`src/rtl/jk_bank_ctrl.sv`:
```
// jk_bank_ctrl: command sequencer for a bank of JK flip-flops.
// One command at a time drives a masked J/K pattern for a requested number of
// clock edges, returns J/K to hold, then snapshots the bank Q and pulses done.
module jk_bank_ctrl #(
  parameter int unsigned N     = 4,
  parameter int unsigned CNT_W = 8
) (
  input  logic             clk,
  input  logic             rst,
  input  logic             cmd_valid,
  output logic             cmd_ready,
  input  logic [1:0]       cmd_op,
  input  logic [N-1:0]     cmd_mask,
  input  logic [CNT_W-1:0] cmd_count,
  input  logic             abort,
  input  logic [N-1:0]     q,
  output logic [N-1:0]     j,
  output logic [N-1:0]     k,
  output logic             busy,
  output logic             done,
  output logic             aborted,
  output logic [N-1:0]     q_snap
);

  typedef enum logic [1:0] {
    StIdle,
    StApply,
    StSettle,
    StDone
  } state_e;

  state_e           state;
  // Edges still to apply after the current one; 0 means this cycle is the last.
  logic [CNT_W-1:0] rem;

  // Handshake status is a pure decode of the state register.
  assign cmd_ready = (state == StIdle);
  assign busy      = (state != StIdle);

  // Sequencer: all outputs are registered here.
  always_ff @(posedge clk or posedge rst) begin
    if (rst) begin
      state   <= StIdle;
      j       <= '0;
      k       <= '0;
      rem     <= '0;
      done    <= 1'b0;
      aborted <= 1'b0;
      q_snap  <= '0;
    end else begin
      unique case (state)
        StIdle: begin
          if (cmd_valid) begin
            if (cmd_count != '0) begin
              j     <= cmd_mask & {N{cmd_op[1]}};
              k     <= cmd_mask & {N{cmd_op[0]}};
              rem   <= cmd_count - CNT_W'(1);
              state <= StApply;
            end else begin
              // Zero-length command is a pure snapshot request.
              j       <= '0;
              k       <= '0;
              aborted <= 1'b0;
              state   <= StSettle;
            end
          end
        end
        StApply: begin
          if (rem == '0) begin
            // Final edge: an abort here still counts as normal completion.
            j       <= '0;
            k       <= '0;
            aborted <= 1'b0;
            state   <= StSettle;
          end else if (abort) begin
            // The bank already sampled J/K at this edge, so it counts as applied.
            j       <= '0;
            k       <= '0;
            aborted <= 1'b1;
            state   <= StSettle;
          end else begin
            rem <= rem - CNT_W'(1);
          end
        end
        StSettle: begin
          q_snap <= q;
          done   <= 1'b1;
          state  <= StDone;
        end
        StDone: begin
          done  <= 1'b0;
          state <= StIdle;
        end
        default: state <= StIdle;
      endcase
    end
  end

endmodule

```
`config.mk`:
```
export PLATFORM = sky130hd
export DESIGN_NAME = jk_bank_ctrl
export DESIGN_NICKNAME = d
export VERILOG_FILES = /design/src/rtl/jk_bank_ctrl.sv
export SDC_FILE = /design/constraint.sdc
export NUM_CORES = 1
export LEC_CHECK = 0
export ABC_AREA = 1
export ABC_CLOCK_PERIOD_IN_PS = 2100
export CAP_MARGIN = 20
export CORE_UTILIZATION = 49
export CTS_CLUSTER_DIAMETER = 80
export DETAILED_ROUTE_END_ITERATION = 8
export GPL_ROUTABILITY_DRIVEN = 0
export GPL_TIMING_DRIVEN = 0
export HOLD_SLACK_MARGIN = 0.15
export PLACE_DENSITY = 0.84
export SLEW_MARGIN = 5
export SYNTH_ARGS = -nofsm -noshare
export SYNTH_HDL_FRONTEND = slang
export SYNTH_SLANG_ARGS = --single-unit
```
`constraint.sdc`:
```
create_clock -name clk -period 2.1 [get_ports clk]
set_input_delay 0.42 -clock clk [delete_from_list [all_inputs] [get_ports clk]]
set_output_delay 0.42 -clock clk [all_outputs]
set_load 0.01 [all_outputs]
```
# Word level (Yosys, flattened, before mapping)
# Index checks and enable logic that the tools add are counted.
[word_totals] regBits=24 in_bits=22 out_inout_bits=16 word_cells=54
[classes] addsub=2 mux=24 eq_ne=9 reduce_logical=10 bitwise_logic=2
[op_table] cell="8-bit 2-to-1 mux" n=4
[op_table] cell="4-bit 2-to-1 mux" n=6
[op_table] cell="4-bit case mux with 2 select lines" n=2
[op_table] cell="8-bit case mux with 2 select lines" n=1
[op_table] cell="8-bit by 1-bit subtractor with 8-bit output, second input constant" n=2
[op_table] cell="4-bit AND" n=2
[op_table] cell="8-bit logical NOT" n=1
[op_table] cell="2-bit 2-to-1 mux" n=4
[op_table] cell="2-bit != test, second input constant" n=4
[op_table] cell="2-bit case mux with 4 select lines" n=1
[op_table] cell="8-bit nonzero test" n=1
[op_table] cell="2-bit nonzero test" n=3
[op_table] cell="5-bit AND reduction" n=1
[op_table] cell="2-bit == test, second input constant" n=2
[op_table] cell="1-bit 2-to-1 mux" n=4
[op_table] cell="1-bit case mux with 2 select lines" n=2
[op_table] cell="4-bit AND reduction" n=1
[op_table] cell="3-bit != test, second input constant" n=1
[op_table] cell="3-bit AND reduction" n=1
[op_table] cell="2-bit by 1-bit == test with 1-bit output, second input constant" n=1
[op_table] cell="2-bit logical NOT" n=1
[op_table] cell="2-bit by 1-bit != test with 1-bit output, second input constant" n=1
[op_table] cell="2-bit AND reduction" n=1

# Longest topological paths before layout
[logic_depth] depth_word=4 mapped_depth=14 depth_no_buf=13

# Worst setup path before layout
# OpenSTA, ideal clock, no wires.
[synth_path] kind="register to register" from="register state[1]" to="register rem[2]" path_slack_ns=0.344 period_less_slack_ns=1.756 required_ns=2.035 setup_ns=0.065 stages_incl_launch_ff=11 n_path_buf=1 arrival_ns=1.691 path_cell_list="dfrtp_1 > inv_1 > ha_1 > buf_4 > o21ai_1 > inv_1 > ha_1 > or2_2 > nand2_1 > nand2_1 > nand2_1"
[synth_between] elab_chain_cells=3 elab_cells_between_ends=9 cone_classes="eq/ne (5); mux (1); reduce/logical (3)"
[synth_rtl] item="start: declaration" line_no="32" text="state_e state;"
[synth_rtl] item="start signal: assignment" line_no="43" text="state <= StIdle;"
[synth_rtl] item="start signal: assignment" line_no="58" text="state <= StApply;"
[synth_rtl] item="start signal: assignment" line_no="64" text="state <= StSettle;"
[synth_rtl] item="2-bit by 1-bit == test with 1-bit output / 2-bit logical NOT (equally long branches)" line_no="51" text="unique case (state)"
[synth_rtl] item="2-bit != test (no line) (tied with other cells)"
[synth_rtl] item="5-bit AND reduction (no line)"
[synth_rtl] item="end signal: assignment" line_no="57" text="rem <= cmd_count - CNT_W'(1);"
[synth_rtl] item="end signal: assignment" line_no="82" text="rem <= rem - CNT_W'(1);"
[synth_rtl] item="end: declaration" line_no="34" text="logic [CNT_W-1:0] rem;"
# Parallel ways exist; a longest one is shown, timed or not.
# A chain may end at the register's enable or synchronous reset.

# Final worst setup path
[layout_path] from="register state[0]" to="register rem[4]"
# The elaborated chain is that of the path after synthesis.

==> out/metrics.cfg <==
[global_routing]
grt_pass1_vias = 1303
track_usage_pct = 22.16
grt_pass1_wl_um = 5575
largest_net_degree_at_the_start_of_global_routing = 25
globalRouteOverflowTotal = 0
antenna_violations_before_repair = 0

[outcome]
outcome = complete, but fails checks
failed_checks = design-rule violations

[yosys]
synth_compound_gate_area_share_pct = 4.417
post_synth.cell_area_avg_um2 = 6.733
synth_top_area_share_pct = 40.00
postSynthRegisterBits = 24
post_synth_and_or_nand_nor_area_fraction_pct = 40.00
area_share_of_fa_ha_maj_cells_after_synthesis_pct = 5.000
netlist-cell-type-count = 22
synth.area.mux_share_pct = 0
yosys_top_cell_by_area = dfrtp_1
post_synth_instance_area_um2 = 1501
yosys_warnings = 0
yosys.area_share.xor_xnor_pct = 0.5833
synth.yosys.seq_area_share_pct = 40.00
post_synth_inst_count = 223
ys_top_cells_by_area = dfrtp_1 40%, nand2_1 26%, inv_1 8.3%, ha_1 5.0%, nor2_1 3.5%
synth_top_family_by_area = simple AND/OR/NAND/NOR gates
synthesis.nets = 251

[route]
num_vias = 1394
wl_um = 3186
wire_per_inst_um = 10.76
post_drt_via_cell_ratio = 4.709
final_antenna_net_count = 0
initialDrtViolationCount = 48
drc = 2
drt_pass1_iterations = 6

[sta]
f_max_mhz = 515.9
grt_setup_unrepaired = no
period_share_pct = 92.30
timing.final.ws_setup_ns = 0.1618
slew_headroom_pct = 41.98
finalWorstPathRequiredPeriod_ns = 1.938
actual_slew_at_the_worst_max_slew_pin_ns = 0.8694
clock_skew_ns = 0.006815
final_max_slew_viol_count = 0
final_setup_violating_endpoints = 0
final-hold-violation-count = 0
timing.setup.tns_ns = 0

[final_layout]
final_layout_size_suffix_gt1_share_pct = 8.302
finalNetCount = 295
antennaDiodeCount = 0
final_design_area_no_fill_um2 = 1959
highest_count_cells_in_the_layout_ignoring_fill_and_taps = 105 x nand2_1, 35 x clkdlybuf4s50_1, 32 x inv_1
final_common_cell = nand2_1
flow.area_growth_from_synthesis_pct = 30.50

[setup_path]
worst-path-max-fanout = 10
cp_data_required_time_ns = 2.32
r2r.worst_path.cells = 12
crit_path_max_incr_delay_ns = 0.42
critical_path_buf_inv_count = 3
data_arrival_critical_path_ns = 2.16
cp_top_family = buffers and inverters
timing.critical_path.cells = buf_4 -> ha_2 -> buf_4 -> nand2_1 -> o21ai_1 -> inv_1 -> ha_2 -> nand2_2 -> o21ai_0 -> o21ai_1 -> nand2_1 -> nand2_1
worst-setup-path-type = register to register
cpMostUsedCell = nand2_1
timing.critical_path.slowest_stage_cell = dfrtp_1
worst_setup_path_start_kind = register
critical_path_cell_count = 12
crit_path_end_kind = register

[place]
placement.cell_area_um2 = 1911
placement.io_buffers = 37
dp_hpwl_um = 2421
dpl_worst_slack_ns = 0.1355

[min_path]
hold_path_depth = 2
min-delay-path-class = register to register

[pwr]
p_leak_nw = 1.072
power.density_nw_per_um2 = 1430
max-vdd-ir-drop_v = 0.0007970

[cts]
ctsRootBufferMaster = clkbuf_4
tritoncts = done
cts.sinks = 24
clock_tree.buffer_depth = 2
htree_depth = 1
worst_skew_pair.late_latency_ns = 0.32
clock_transition_at_the_registers_of_the_reported_paths_ns = 0.12
tritoncts.num_buffers = 3

[die]
fp.dieH_um = 57.36
boundaryPins = 38
fp.dieArea_um2 = 3290
core_area_um2 = 2829
die_width_um = 57.36
initial_utilization_pct = 53.07
num_rows = 19

[flow_run]
number_of_max_cap_violations = 0

state kept, by name, indices dropped and copies added (netlist names):
register / cells
rem: 8
j: 4
k: 4
q_snap: 4
state: 2
aborted: 1
done: 1
cell families (layout without fill, tap and decap cells):
group / after synthesis / in the layout
buffers and inverters: 37 / 79
adder cells (fa/ha/maj): 6 / 6
AND/OR/NAND/NOR: 144 / 144
flip-flops: 24 / 24
XOR/XNOR: 1 / 1
AO/OA/AOI/OAI: 11 / 11
tightest hold or removal path: cells and delay by family (launching register included):
family | cells | cell delay (ns)
and+or+nand+nor | 2 | 0.09
DFF | 1 | 0.36
through the flow:
stage	cells	total power, mW	utilization [%]	hold slack (ns)
global placement	291	2.524	67.54	0.4538
CTS	296	2.806	68.82	0.4890
global route	296	3.094	69.26	0.5080
floorplan	223	1.974	-	0.4346
finish	296	2.803	69.26	0.4810
detailed placement	291	2.575	67.54	0.4576
area by class of cell:
type / instances / area (µm²)
flip-flops and latches: 24 / 600.6
fillers: 234 / 869.6
clock buffers: 3 / 22.52
well taps: 31 / 38.79
repair buffers: 39 / 386.6
inverters: 35 / 131.4
multi-input cells: 162 / 760.7
plain buffers: 2 / 18.77
synthesized netlist by cell type, drive strengths merged:
cell type	number
ha	6
inv	35
xor2	1
buf	2
a21oi	2
nand4	2
nor2	17
dfrtp	24
nand3	7
or2	2
o21ai	9
nand2	107
nor3	9
timing repair:
| item | CTS | global route |
|---|---|---|
| setup buffers | 2 | 0 |
| setup endpoints to repair | 1 | 4 |
| hold buffers | 0 | 0 |
| pin swaps | 0 | 1 |
| resized for setup | 2 | 6 |
power breakdown:
group          leakage, nW  switching (mW)  internal, mW
clock               0.0138           0.131        0.0673
combinational        0.755            1.01         0.751
sequential           0.302           0.140         0.700
routing by layer:
layer | vias to the layer above | track usage (%) | share of wire (%)
met3 | 5 | 4.989 | 4.0
met4 | 0 | 7.317 | 1.3
li1 | 756 | - | -
met1 | 614 | 30.16 | 49
met5 | - | 0 | 0
met2 | 19 | 35.05 | 46
final timing paths:
path                             endpoint      start  slack [ns]
worst max-delay path               rem[4]   state[0]        0.16
worst min register to register  q_snap[1]  q_snap[1]        0.48
min in group asynchronous       q_snap[0]        rst        0.57
max in group asynchronous            k[0]        rst        1.00
worst max register to register     rem[4]   state[0]        0.16
worst min-delay path            q_snap[1]  q_snap[1]        0.48
Power figures use the tool's default switching activity.
